<file path="config.mk">
export PLATFORM = sky130hd
export DESIGN_NAME = systolic_input_feeder
export DESIGN_NICKNAME = d
export VERILOG_FILES = /design/src/rtl/tpu_pkg.sv /design/src/rtl/skew_delay_line.sv /design/src/rtl/systolic_input_feeder.sv
export SDC_FILE = /design/constraint.sdc
export NUM_CORES = 1
export LEC_CHECK = 0
export CAP_MARGIN = 5
export CORE_ASPECT_RATIO = 2
export CORE_MARGIN = 4
export CORE_UTILIZATION = 44
export CTS_CLUSTER_DIAMETER = 80
export DETAILED_ROUTE_END_ITERATION = 8
export GPL_ROUTABILITY_DRIVEN = 0
export PLACE_DENSITY = 0.86
export SYNTH_ARGS = -nofsm -noshare
export SYNTH_HDL_FRONTEND = slang
export SYNTH_SLANG_ARGS = --single-unit
</file>
<file path="constraint.sdc">
create_clock -name clk -period 1.91 [get_ports clk]
set_clock_uncertainty 0.2 [all_clocks]
set_input_delay 0.191 -clock clk [delete_from_list [all_inputs] [get_ports clk]]
set_output_delay 0.191 -clock clk [all_outputs]
set_load 0.01 [all_outputs]
</file>
<file path="src/rtl/tpu_pkg.sv">
// Shared types for the systolic array front end: activation width, signed
// activation type and the input feeder state encoding.
package tpu_pkg;

    localparam int DATA_WIDTH = 16;

    typedef logic signed [DATA_WIDTH-1:0] data_t;

    typedef enum logic [1:0] {
        ST_IDLE   = 2'd0,
        ST_STREAM = 2'd1,
        ST_DRAIN  = 2'd2
    } feeder_state_e;

endpackage

</file>
<file path="src/rtl/skew_delay_line.sv">
// Fixed-depth shift line carrying one row's activation, valid and switch flag.
// Data is forced to zero on entry whenever valid is low, so bubbles are clean.
module skew_delay_line #(
    parameter int DEPTH      = 1,
    parameter int DATA_WIDTH = 16
) (
    input  logic                  clk,
    input  logic                  rst_n,
    input  logic [DATA_WIDTH-1:0] in_data,
    input  logic                  in_valid,
    input  logic                  in_switch,
    output logic [DATA_WIDTH-1:0] out_data,
    output logic                  out_valid,
    output logic                  out_switch
);

    logic [DATA_WIDTH-1:0] data_q   [DEPTH];
    logic [DATA_WIDTH-1:0] data_d   [DEPTH];
    logic [DEPTH-1:0]      valid_q;
    logic [DEPTH-1:0]      valid_d;
    logic [DEPTH-1:0]      switch_q;
    logic [DEPTH-1:0]      switch_d;

    always_comb begin
        data_d[0]   = in_valid ? in_data : '0;
        valid_d[0]  = in_valid;
        switch_d[0] = in_valid && in_switch;
        for (int i = 1; i < DEPTH; i++) begin
            data_d[i]   = data_q[i-1];
            valid_d[i]  = valid_q[i-1];
            switch_d[i] = switch_q[i-1];
        end
    end

    always_ff @(posedge clk or negedge rst_n) begin
        if (!rst_n) begin
            for (int i = 0; i < DEPTH; i++) begin
                data_q[i] <= '0;
            end
            valid_q  <= '0;
            switch_q <= '0;
        end else begin
            for (int i = 0; i < DEPTH; i++) begin
                data_q[i] <= data_d[i];
            end
            valid_q  <= valid_d;
            switch_q <= switch_d;
        end
    end

    assign out_data   = data_q[DEPTH-1];
    assign out_valid  = valid_q[DEPTH-1];
    assign out_switch = switch_q[DEPTH-1];

endmodule

</file>
<file path="src/rtl/systolic_input_feeder.sv">
// Skews activation vectors onto the west edge of a systolic array, one extra
// cycle per row, and flags the first vector of each tile as a weight switch.
// Optional tile counter output enabled by defining FEEDER_TILE_CNT_EN.
module systolic_input_feeder
    import tpu_pkg::*;
#(
    parameter int ROWS       = 2,
    parameter int DATA_WIDTH = tpu_pkg::DATA_WIDTH
) (
    input  logic                       clk,
    input  logic                       rst_n,
    input  logic                       in_valid,
    output logic                       in_ready,
    input  logic [ROWS*DATA_WIDTH-1:0] in_data,
    input  logic                       in_last,
    output logic [ROWS*DATA_WIDTH-1:0] out_data,
    output logic [ROWS-1:0]            out_valid,
    output logic [ROWS-1:0]            out_switch
`ifdef FEEDER_TILE_CNT_EN
    ,
    output logic [15:0]                tile_cnt
`endif
);

    localparam int CNT_W = (ROWS > 2) ? $clog2(ROWS) : 1;

    feeder_state_e    state_q;
    feeder_state_e    state_d;
    logic [CNT_W-1:0] drain_cnt_q;
    logic [CNT_W-1:0] drain_cnt_d;
    logic             in_ready_q;
    logic             in_ready_d;
    logic             accept;
    logic             tile_first;

    assign accept     = in_valid && in_ready_q;
    assign tile_first = accept && (state_q == ST_IDLE);
    assign in_ready   = in_ready_q;

    // DRAIN holds off upstream for ROWS-1 cycles so the tail rows leave first.
    always_comb begin
        state_d     = state_q;
        drain_cnt_d = drain_cnt_q;
        case (state_q)
            ST_IDLE, ST_STREAM: begin
                if (accept) begin
                    if (in_last) begin
                        if (ROWS > 1) begin
                            state_d     = ST_DRAIN;
                            drain_cnt_d = CNT_W'(ROWS - 2);
                        end else begin
                            state_d = ST_IDLE;
                        end
                    end else begin
                        state_d = ST_STREAM;
                    end
                end
            end
            ST_DRAIN: begin
                if (drain_cnt_q == '0) begin
                    state_d = ST_IDLE;
                end else begin
                    drain_cnt_d = drain_cnt_q - CNT_W'(1);
                end
            end
            default: state_d = ST_IDLE;
        endcase
        in_ready_d = (state_d != ST_DRAIN);
    end

    always_ff @(posedge clk or negedge rst_n) begin
        if (!rst_n) begin
            state_q     <= ST_IDLE;
            drain_cnt_q <= '0;
            in_ready_q  <= 1'b0;
        end else begin
            state_q     <= state_d;
            drain_cnt_q <= drain_cnt_d;
            in_ready_q  <= in_ready_d;
        end
    end

`ifdef FEEDER_TILE_CNT_EN
    logic [15:0] tile_cnt_q;
    logic [15:0] tile_cnt_d;
    logic        tile_done;

    always_comb begin
        if (ROWS == 1) begin
            tile_done = accept && in_last;
        end else begin
            tile_done = (state_q == ST_DRAIN) && (state_d == ST_IDLE);
        end
        tile_cnt_d = tile_done ? (tile_cnt_q + 16'd1) : tile_cnt_q;
    end

    always_ff @(posedge clk or negedge rst_n) begin
        if (!rst_n) begin
            tile_cnt_q <= '0;
        end else begin
            tile_cnt_q <= tile_cnt_d;
        end
    end

    assign tile_cnt = tile_cnt_q;
`endif

    // Row r sees every accepted vector (or bubble) r+1 cycles later.
    for (genvar r = 0; r < ROWS; r++) begin : g_row
        skew_delay_line #(
            .DEPTH      (r + 1),
            .DATA_WIDTH (DATA_WIDTH)
        ) u_skew (
            .clk        (clk),
            .rst_n      (rst_n),
            .in_data    (in_data[r*DATA_WIDTH +: DATA_WIDTH]),
            .in_valid   (accept),
            .in_switch  (tile_first),
            .out_data   (out_data[r*DATA_WIDTH +: DATA_WIDTH]),
            .out_valid  (out_valid[r]),
            .out_switch (out_switch[r])
        );
    end

endmodule
</file>
==> impl_metrics.yaml, run 1 <==
synthesis:
  ys_top_cells_by_count: "dfrtp_1 (55), and3_1 (32), buf_2 (5), buf_4 (4)"
  yosys.area.top_type: "dfrtp_1"
  synth_top_area_share_pct: 81.36
  avgSynthCellArea_um2: 16.11
  synth-main-ff-cell: "dfrtp_1"
  ys_ff_latch: 55
  yosysSeqAreaShare_pct: 81.36
  async_flop_share_pct: 100.0
  synth_area_um2: 1692
  ys_warn_count: 0
  yosys-top-cells-area: "dfrtp_1 (81%), and3_1 (12%), buf_4 (1.8%)"
  synthCells: 105
  ys_types: 13
  yosys.cell_count.top_type: "dfrtp_1"
  syn_nets: 141
  synth_edf_count: 0
placement:
  place_area_um2: 2446
  portBuffers: 72
layout:
  drive_gt1_share_pct: 9.392
  final_area_um2: 2574
  area_growth_pct: 52.15
  utilization_pct: 69.85
  nNetsFinal: 216
  n_antenna_cell: 0
timing:
  period_share_pct: 84.45
  fmax_mhz: 620.0
  rsz0062_at_grt: "no"
  period_minus_slack_ps: 1613
  max_slew_margin_pct: 57.73
  maxSlewViolCount: 0
  setup_viol: 0
  holdWs_ps: 155.4
  hold_violations: 0
  tns_ps: 0
  worstMarginPinSlew_ps: 634.0
power:
  p_comb_share_pct: 12.3
  leakagePower_nw: 1.268
  ir_worst_vdd_mv: 0.7644
  swShare_pct: 20.30
  clkPwrFrac_pct: 33.1
  power_frac_seq_pct: 54.6
  p_per_area_nw_per_um2: 893.6
  internal_power_mw: 1.833
  p_sw_mw: 0.4669
grt:
  grt-ovfl-total: 0
  track_usage_pct: 15.40
  antenna_found_initial: 0
  grt_pass1_vias: 1168
  grt_pass1_wl_mm: 5.444
  grt_max_degree: 56
drt:
  drc: 0
  vias: 1060
  antenna_left: 0
  drt_iter0_drc: 15
  wl_mm: 3.405
  routed_via_density: 4.609
  firstDrtPassIters: 4
  routedWlPerCell_um: 14.80
clocking:
  postCtsSetupRepairBufs: 0
  cts_tree: "built"
  numCtsBuffers: 5
  h-tree-depth: 2
  clock_path_buffers: 2
  cts_sinks: 55
  worstSkewPairLatency_ps: 300
  cts-root-buf: "clkbuf_8"
  post_cts_resized: 0
  cts_hold_buf: 1
  clk_pin_slew_ps: 90
floorplan:
  coreArea_um2: 3685
  fp.dieArea_um2: 4961
  start_util_pct: 45.91
  die_w_um: 51.85
  ios: 73
  die_h_um: 95.69
  rows: 31
critical_path:
  rr_startpoint: "in_ready$_DFF_PN0_"
  cp_cell_sequence: "clkdlybuf4s50_1"
  max_stage_delay_ps: 560
  worst-endpoint-required_ps: 1520
  cp_max_fo: 2
  cpLargestDelayFamily: "buffers and inverters"
  critPathLaunch: "g_row[1].u_skew.valid_q[0]$_DFF_PN0_"
  crit_buf_inv: 1
  path_class: "flop to output port"
  slowest_stage: "clkdlybuf4s50_1"
  worst_setup_path_start_kind: "flop"
  cp-end-kind: "output port"
  arrival_ps: 1220
outcome:
  status: "finished clean"
worst_hold_path:
  hp-class: "flop to flop"
  worstHoldStart: "g_row[1].u_skew.data_d[10]$_DFF_PN0_"
flow_run:
  drv_cap: 0
[path summary, 6_finish.rpt]
path	to	slack [ps]	cells after the start
max	out_valid[0]	300	1
min	g_row[1].u_skew.out_data[10]$_DFF_PN0_	160	0
max reg2reg	state_q[0]$_DFF_PN0_	480	4
min reg2reg	g_row[1].u_skew.out_data[10]$_DFF_PN0_	160	0
max in group asynchronous	g_row[0].u_skew.out_data[4]$_DFF_PN0_	750	3
min in group asynchronous	g_row[1].u_skew.data_d[3]$_DFF_PN0_	340	3
[per-stage QoR]
stage | setup slack [ps] | power [mW] | std cells
3_5_place_dp | 438.2 | 1.565 | 221
4_1_cts | 273.7 | 2.326 | 230
2_1_floorplan | 707.8 | 1.364 | 105
3_3_place_gp | 489.7 | 1.550 | 221
6_report | 297.1 | 2.300 | 230
5_1_grt | 249.5 | 2.403 | 230
[cells in the final DEF, fill, tap and decap left out]
| master | netlist | final |
|---|---|---|
| clkinv_2 | 0 | 1 |
| nor2b_1 | 1 | 1 |
| nand3b_1 | 1 | 1 |
| buf_4 | 4 | 5 |
| clkbuf_8 | 0 | 6 |
| nor3_1 | 1 | 1 |
| nand2_2 | 1 | 1 |
| dlygate4sd3_1 | 0 | 1 |
| dfrtp_1 | 55 | 55 |
| bufinv_16 | 0 | 1 |
| mux2_4 | 1 | 1 |
| and3_1 | 32 | 32 |
| clkdlybuf4s50_1 | 0 | 71 |
| nor3b_1 | 1 | 1 |
| buf_2 | 5 | 1 |
| nor2_1 | 1 | 1 |
| inv_2 | 1 | 1 |
[cells by family after synthesis]
family | share of synthesized area, %
multiplexers | 0.8873
flip-flops | 81.36
buffers and inverters | 3.772
AND/OR/NAND/NOR | 13.98
[registers in the layout (all words and copies together) (netlist names)]
register and flops:
g_row.u_skew.data_d 16, g_row.u_skew.out_data 32, g_row.u_skew.switch_q 2, g_row.u_skew.valid_q 2, in_ready 1, state_q 2
[final cells by class]
type	instances	area, um^2
Fill cell	257	1111
Inverter	1	3.754
Timing Repair Buffer	78	763.2
Clock buffer	6	82.58
Tap cell	49	61.31
Clock inverter	2	35.03
Sequential cell	55	1376
Multi-Input combinational cell	39	251.5
[power by group through the flow]
stage / registers [mW] / logic (mW) / clock network (mW)
floorplan: 1.30 / 0.0669 / 0
global placement: 1.28 / 0.275 / 0
detailed placement: 1.28 / 0.285 / 0
CTS: 1.26 / 0.287 / 0.781
global route: 1.27 / 0.304 / 0.834
finish: 1.26 / 0.283 / 0.762
[routing by layer]
layer	global-route usage [%]	up-vias	wire [um]
li1	-	492	-
met1	16.27	513	1216
met2	26.58	51	1931
met3	5.116	4	216
met4	7.659	0	40
met5	0	-	0
No activity file was read; power rests on OpenSTA's default activity.
==> run 2: changes to the inputs <==
Settings changed: CORE_UTILIZATION 44 to 37, PLACE_DENSITY 0.86 to 0.77.
Clock period 1.91 ns to 1.43 ns, I/O delays scaled along.
==> impl_metrics.yaml, run 2 (same netlist as run 1, synthesis figures left out) <==
outcome:
  status: "finished clean"
drt:
  routed_via_density: 4.587
  drt_iter0_drc: 32
  vias: 1078
  wl_mm: 3.492
  firstDrtPassIters: 4
  drc: 0
  antenna_left: 0
  routedWlPerCell_um: 14.86
power:
  power_frac_seq_pct: 57.7
  clkPwrFrac_pct: 30.7
  p_per_area_nw_per_um2: 1146
  p_comb_share_pct: 11.6
  p_sw_mw: 0.6215
  internal_power_mw: 2.280
  swShare_pct: 21.42
  leakagePower_nw: 1.380
  ir_worst_vdd_mv: 0.7772
floorplan:
  rows: 34
  start_util_pct: 38.61
  die_h_um: 103.6
  ios: 73
  die_w_um: 55.81
  coreArea_um2: 4382
  fp.dieArea_um2: 5783
timing:
  fmax_mhz: 762.9
  tns_ps: 0
  hold_violations: 0
  period_minus_slack_ps: 1311
  max_slew_margin_pct: 81.51
  worstMarginPinSlew_ps: 277.3
  period_share_pct: 91.67
  rsz0062_at_grt: "no"
  setup_slack_ps: 119.2
  setup_viol: 0
  maxSlewViolCount: 0
layout:
  nNetsFinal: 216
  final_cells: 235
  final_common_cell: "dfrtp_1"
  utilization_pct: 57.80
  layout_common_cells: "dfrtp_1 (55), dlygate4sd2_1 (37), clkdlybuf4s50_1 (34), and3_1 (32), clkbuf_8 (7)"
  drive_gt1_share_pct: 9.392
  nFillCells: 377
  area_growth_pct: 49.70
  largest_register_ffs: 32
  ff_latch_area_um2: 1376
  multi_input_area_um2: 251.5
  n_antenna_cell: 0
  final_area_um2: 2532
clocking:
  clock_path_buffers: 2
  cts-root-buf: "clkbuf_8"
  numCtsBuffers: 5
  clk_pin_slew_ps: 90
  worstSkewPairLatency_ps: 290
  cts_tree: "built"
  h-tree-depth: 2
  cts_sinks: 55
critical_path:
  slowest_stage: "dfrtp_1"
  cp-end-kind: "output port"
  path_depth: 1
  reg2reg_to: "state_q[0]$_DFF_PN0_"
  arrival_ps: 970
  rr_startpoint: "in_ready$_DFF_PN0_"
  cp_cell_sequence: "dlygate4sd2_1"
  ff2ff_setup_slack_ps: 170
  max_stage_delay_ps: 390
  path_class: "flop to output port"
  worst-endpoint-required_ps: 1090
  crit_buf_inv: 1
  cpLargestDelayFamily: "flip-flops"
  worstSetupEndpoint: "in_ready"
  worst_setup_path_start_kind: "flop"
  cp_max_fo: 2
  ff2ff_path_depth: 4
  critPathLaunch: "in_ready$_DFF_PN0_"
grt:
  antenna_found_initial: 0
  grt-ovfl-total: 0
  grt_pass1_wl_mm: 5.651
  grt_pass1_vias: 1130
  grt_max_degree: 56
  track_usage_pct: 13.04
placement:
  dp_hpwl_mm: 2.557
  place_area_um2: 2457
  pre_cts_ws_ps: 16.08
  dp.cells: 225
  portBuffers: 72
flow_run:
  drv_cap: 0
worst_hold_path:
  hp-class: "flop to flop"
  worstHoldStart: "g_row[1].u_skew.data_d[4]$_DFF_PN0_"
==> run 2: cell count changes in the layout (fill, tap and decap cells not counted), sizes merged <==
cell	delta
bufinv	-1
clkbuf	+1
clkdlybuf4s50	-37
clkinv	-1
clkinvlp	+1
dlygate4sd2	+37
==> run 2: through the flow <==
step	total power, mW	hold WS, ps
2_1_floorplan	1.822	-352.6
3_3_place_gp	2.077	-48.93
3_5_place_dp	2.092	-41.53
4_1_cts	2.946	155.0
5_1_grt	3.042	161.4
6_report	2.902	152.0
==> run 2: layout make-up <==
class                      instances  area share (%)
clock buffer                       7           3.804
clock inverter                     1          0.2964
inverter                           1          0.1482
multi-input combinational         39           9.931
sequential                        55           54.35
tap                               54           2.668
timing repair buffer              78           28.80
==> run 2: worst min-delay path by stage <==
stage | depth (start not counted) | to | slack, ps
after floorplan | 0 | g_row[0].u_skew.out_data[0]$_DFF_PN0_ | -350
after global placement | 2 | g_row[1].u_skew.out_data[0]$_DFF_PN0_ | -50
after detailed placement | 2 | g_row[1].u_skew.out_data[13]$_DFF_PN0_ | -40
after CTS | 0 | g_row[1].u_skew.out_data[1]$_DFF_PN0_ | 150
after global routing | 0 | g_row[1].u_skew.out_data[4]$_DFF_PN0_ | 160
final | 0 | g_row[1].u_skew.out_data[4]$_DFF_PN0_ | 150
==> run 2: power groups by stage <==
| stage | Combinational, mW | Clock [mW] | Sequential, mW |
|---|---|---|---|
| 6_report | 0.337 | 0.892 | 1.67 |
| 3_5_place_dp | 0.382 | 0 | 1.71 |
| 4_1_cts | 0.344 | 0.926 | 1.68 |
| 3_3_place_gp | 0.372 | 0 | 1.71 |
| 2_1_floorplan | 0.0894 | 0 | 1.73 |
| 5_1_grt | 0.367 | 0.990 | 1.68 |
==> run 2: what timing repair did <==
action                                  4_1_cts  5_1_grt
hold endpoints to repair                     55        0
buffers inserted                              1        0
hold buffers                                  1        0
endpoints found under the setup margin       37        0
gates resized for setup                      37        0
==> run 2: per-layer routing <==
| metal | share of wire, % | up-vias | GRT usage, % |
|---|---|---|---|
| met1 | 33 | 532 | 13.13 |
| li1 | - | 489 | - |
| met3 | 8.2 | 6 | 4.483 |
| met4 | 2.3 | 0 | 7.301 |
| met5 | 0 | - | 0 |
| met2 | 56 | 51 | 22.80 |
==> run 3: changes to the inputs <==
Settings changed: CTS_CLUSTER_SIZE set to 8.
==> results of run 3 <==
No change in the layout: final DEF, timing and power equal those of run 2.
